[src/rtl/wb_sequencer.sv]
// Writeback sequencer: selects ALU or memory writeback, issues memory strobes and
// stalls the front end while a load waits. Optional stall counter: WB_STALL_CNT_EN.
module wb_sequencer #(
  parameter int unsigned MEM_LAT    = 2,
  parameter int unsigned REG_ADDR_W = 3
) (
  input  logic                  clk,
  input  logic                  reset,
  input  logic                  instr_valid,
  input  logic                  is_load,
  input  logic                  is_store,
  input  logic                  wr_en_in,
  input  logic [REG_ADDR_W-1:0] dest_in,
  output logic                  stall,
  output logic                  mem_read,
  output logic                  mem_write,
  output logic                  mem_to_reg,
  output logic                  reg_write,
  output logic [REG_ADDR_W-1:0] dest_out
`ifdef WB_STALL_CNT_EN
  ,
  output logic [15:0]           stall_cycles
`endif
);

  if (MEM_LAT < 1 || MEM_LAT > 15) begin : g_lat_check
    $error("wb_sequencer: MEM_LAT must be in 1..15");
  end

  typedef enum logic [1:0] {
    IDLE      = 2'd0,
    LOAD_WAIT = 2'd1,
    LOAD_WB   = 2'd2
  } state_t;

  state_t                  state, state_n;
  logic [3:0]              cnt, cnt_n;
  logic                    lat_wr, lat_wr_n;
  logic [REG_ADDR_W-1:0]   lat_dest, lat_dest_n;
  logic                    stall_n, mem_read_n, mem_write_n, mem_to_reg_n, reg_write_n;
  logic [REG_ADDR_W-1:0]   dest_n;

  always_ff @(posedge clk or posedge reset) begin
    if (reset) begin
      state      <= IDLE;
      cnt        <= '0;
      lat_wr     <= 1'b0;
      lat_dest   <= '0;
      stall      <= 1'b0;
      mem_read   <= 1'b0;
      mem_write  <= 1'b0;
      mem_to_reg <= 1'b0;
      reg_write  <= 1'b0;
      dest_out   <= '0;
    end else begin
      state      <= state_n;
      cnt        <= cnt_n;
      lat_wr     <= lat_wr_n;
      lat_dest   <= lat_dest_n;
      stall      <= stall_n;
      mem_read   <= mem_read_n;
      mem_write  <= mem_write_n;
      mem_to_reg <= mem_to_reg_n;
      reg_write  <= reg_write_n;
      dest_out   <= dest_n;
    end
  end

  // Next-state and next-output logic; every output is the registered form of these.
  always_comb begin
    state_n      = IDLE;
    cnt_n        = cnt;
    lat_wr_n     = lat_wr;
    lat_dest_n   = lat_dest;
    stall_n      = 1'b0;
    mem_read_n   = 1'b0;
    mem_write_n  = 1'b0;
    mem_to_reg_n = 1'b0;
    reg_write_n  = 1'b0;
    dest_n       = dest_out;
    case (state)
      LOAD_WAIT: begin
        if (cnt == '0) begin
          state_n      = LOAD_WB;
          mem_to_reg_n = 1'b1;
          reg_write_n  = lat_wr;
          dest_n       = lat_dest;
        end else begin
          state_n = LOAD_WAIT;
          cnt_n   = cnt - 4'd1;
          stall_n = 1'b1;
        end
      end
      default: begin
        if (instr_valid) begin
          // A load wins over a simultaneous store; the store is dropped.
          if (is_load) begin
            state_n    = LOAD_WAIT;
            cnt_n      = 4'(MEM_LAT - 1);
            lat_wr_n   = wr_en_in;
            lat_dest_n = dest_in;
            mem_read_n = 1'b1;
            stall_n    = 1'b1;
          end else if (is_store) begin
            mem_write_n = 1'b1;
          end else begin
            reg_write_n = wr_en_in;
            dest_n      = dest_in;
          end
        end
      end
    endcase
  end

`ifdef WB_STALL_CNT_EN
  always_ff @(posedge clk or posedge reset) begin
    if (reset) begin
      stall_cycles <= '0;
    end else if (stall && stall_cycles != '1) begin
      stall_cycles <= stall_cycles + 16'd1;
    end
  end
`endif

endmodule
[config.mk]
export PLATFORM = sky130hd
export DESIGN_NAME = wb_sequencer
export DESIGN_NICKNAME = d
export VERILOG_FILES = /design/src/rtl/wb_sequencer.sv
export SDC_FILE = /design/constraint.sdc
export NUM_CORES = 1
export LEC_CHECK = 0
export BUFFER_PORTS_ARGS = -buffer_cell sky130_fd_sc_hd__buf_2
export CAP_MARGIN = 5
export CORE_MARGIN = 1
export CORE_UTILIZATION = 45
export DETAILED_ROUTE_END_ITERATION = 10
export PLACE_DENSITY = 0.76
export SLEW_MARGIN = 5
export SYNTH_ARGS = -nofsm -noshare
export SYNTH_HDL_FRONTEND = slang
export SYNTH_SLANG_ARGS = --single-unit
[constraint.sdc]
create_clock -name clk -period 1.5 [get_ports clk]
set_input_delay 0 -clock clk [delete_from_list [all_inputs] [get_ports clk]]
set_output_delay 0 -clock clk [all_outputs]
set_load 0.01 [all_outputs]
==> run_results.csv <==
group,metric,value,unit
status,status,"finished, violations left",
status,violations,"setup timing",
yosys,ys_ff_latch,16,
timing,clock.fmax,0.625,GHz
route,viasPerCell,5.10,
route,drc,0,
yosys,yosysSeqAreaShare,0.523,
timing,fin_crit_sh,1.07,
timing,final-setup-viol-count,5,
clock_tree,path_clk_slew,0.09,ns
clock_tree,cts_buffer_depth,2,
worst_setup_path,end_kind,"register",
cells_and_area,nets,104,
yosys,netlist_area,766,um^2
yosys,syn_inst,62,
worst_setup_path,critPathMaxStageDelay,0.41,ns
floorplan,die-area,0.00187,mm^2
timing,hold_violations,0,
worst_setup_path,worst-path-buf-inv,1,
global_route,grt_pass1_wl,2.30,mm
floorplan,core,0.00154,mm^2
power,p_int,1280,uW
worst_setup_path,startpoint,"cnt[1]",
global_route,grt_max_degree,17,
route,drt_iter0_drc,6,
cells_and_area,top_regs,"cnt x4, dest_out x3, lat_dest x3",
power,pwr-share-clk,0.109,
route,wl,1.43,mm
worst_setup_path,worstPathRequired,1.68,ns
timing,finClkSkew,0.00258,ns
run,cap_viol_max_count,0,
power,powerDensity,2040,mW/mm^2
placement,port_buffers,16,
route,vias,546,
clock_tree,clockRootBuffer,"clkbuf_4",
clock_tree,clk_latency,0.28,ns
power,ir_drop,0.00113,V
power,p_sw,756,uW
floorplan,rows,14,
yosys,synth-warning-count,0,
placement,pre_cts_ws,-0.121,ns
timing,tightest_slew,0.601,ns
worst_setup_path,crit_fanout,3,
global_route,track_usage,0.172,
min_path,min_path_type,"input port to register",
worst_setup_path,crit_type,"register to register",
power,total_power,2030,uW
floorplan,initial_core_util,0.497,
timing,fin_hold_ws,0.0147,ns
placement,hpwlAfterDp,1.07,mm
timing,finalMaxSlewViolations,0,
worst_setup_path,r2r_start,"cnt[1]",
timing,setup_slack,-0.0992,ns
placement,gp_congestion,0.792,
power,leakage,0.000528,uW
cells_and_area,largest-register,"cnt",
route,ant_nets,0,
power,p_sw_frac,0.372,
cells_and_area,drive_gt1_frac,0.505,
worst_setup_path,slowest_stage,"or3b_4",
floorplan,die_width,43.3,um
worst_setup_path,rr_worst_depth,6,
route,drtPass1Iterations,4,
clock_tree,htreeDepth,1,
global_route,antenna_found_initial,0,
cells_and_area,largest_register_ffs,4,
worst_setup_path,path_depth,6,
worst_setup_path,cp-endpoint,"dest_out[2]",
yosys,syn_avg_cell_area,12.4,um^2
worst_setup_path,arrival,1.77,ns
floorplan,dieHeight,43.3,um
timing,rsz0062_at_grt,"true",
clock_tree,cts_buffers,3,
clock_tree,cts_tree,"built",
global_route,grt-ovfl-total,0,
placement,dpl_cell_area,916,um^2
worst_setup_path,reg2reg_slack,-0.1,ns
cells_and_area,syn2layout_area_growth,29.9,%
floorplan,ios,17,
global_route,grt_pass1_vias,538,
cells_and_area,layout_common_cells,"dfrtp_1, buf_2, nand2_1",
timing,fin_crit,1.60,ns
power,pwr-share-comb,0.542,
cells_and_area,design_area,995,um^2
worst_setup_path,reg2reg_to,"dest_out[2]",
cells_and_area,insertedDiodeCount,0,
route,post_drt_wl_per_cell,13.4,um
timing,maxSlewHeadroom,0.599,
yosys,ys_types,24,
power,p_seq_frac,0.349,
worst_setup_path,startpoint_type,"register",
yosys,synth_nets,73,
worst_setup_path,path_delay_family,"simple AND/OR/NAND/NOR gates",
worst_setup_path,worstPathCellList,"inv_2, ha_4, or3b_4, nor2_8, nor2_4, mux2_4",
clock_tree,cts_sinks,16,
[power by group through the flow]
stage,combinational [uW],sequential [uW],clock [uW]
4_1_cts,1080,711,225
2_1_floorplan,721,745,0
6_report,1100,709,222
3_3_place_gp,1030,711,0
5_1_grt,1210,733,236
3_5_place_dp,1070,718,0
[synthesized netlist by cell type]
cell type	number	share of area
nand2_1	14	0.069
buf_4	2	0.020
dfrtp_1	16	0.52
mux2_2	5	0.074
nor4b_4	1	0.031
o22ai_1	1	0.0082
nor2b_1	1	0.0082
nor2_4	1	0.015
and4b_1	1	0.013
nor2_1	1	0.0049
or3_2	1	0.0098
a21oi_2	1	0.011
nand3_1	1	0.0065
nor2_2	1	0.0082
xor2_1	1	0.011
a21o_1	1	0.0098
a22o_2	1	0.013
or2b_1	1	0.0098
or3b_4	1	0.015
nor2_8	1	0.026
mux2_4	3	0.059
inv_1	3	0.015
nor4_1	1	0.0082
ha_1	2	0.033
[cells by family after synthesis]
logic type,Yosys count,share of synthesized area
flip-flops,16,0.523
adder cells (fa/ha/maj),2,0.0327
AND/OR/NAND/NOR,26,0.224
buffers and inverters,5,0.0343
AO/OA/AOI/OAI,4,0.0425
XOR/XNOR,1,0.0114
multiplexers,8,0.132
[per-stage QoR]
stage,instances,setup TNS (ns),utilization
floorplan,62,-0.306,-
global placement,99,-0.357,0.594
detailed placement,99,-0.491,0.594
CTS,107,-0.423,0.641
global route,107,-0.735,0.645
finish,107,-0.388,0.645
[routing by layer]
layer | part of all wire | up-vias | wire (um) | track usage
met2 | 0.50 | 14 | 720 | 0.281
met4 | 0.020 | 0 | 28 | 0.0909
met5 | 0 | - | 0 | 0
li1 | - | 268 | - | -
met1 | 0.44 | 259 | 630 | 0.217
met3 | 0.038 | 5 | 55 | 0.0298
[area by class of cell]
type	count	area [um^2]
fillers	115	547
inverters	3	11.3
clock buffers	3	22.5
well taps	16	20.0
repair buffers	28	183
flip-flops and latches	16	400
multi-input cells	41	358
[worst min path at each step]
stage	from	endpoint	slack [ns]	cells past startpoint
after floorplan	reset	cnt[0]	-0.09	1
after global placement	reset	mem_read	0.09	2
after detailed placement	reset	mem_write	0.10	2
after CTS	instr_valid	mem_write	0.02	2
after global routing	instr_valid	mem_write	0.04	2
final	instr_valid	mem_write	0.01	2
[what timing repair did]
action	4_1_cts	5_1_grt
cloned	0	0
endpoints found under the hold margin	21	0
pin swaps	3	0
hold buffers	5	0
buffers inserted	0	0
setup endpoints to repair	6	6
resized for setup	0	1
Power figures use the tool's default switching activity.
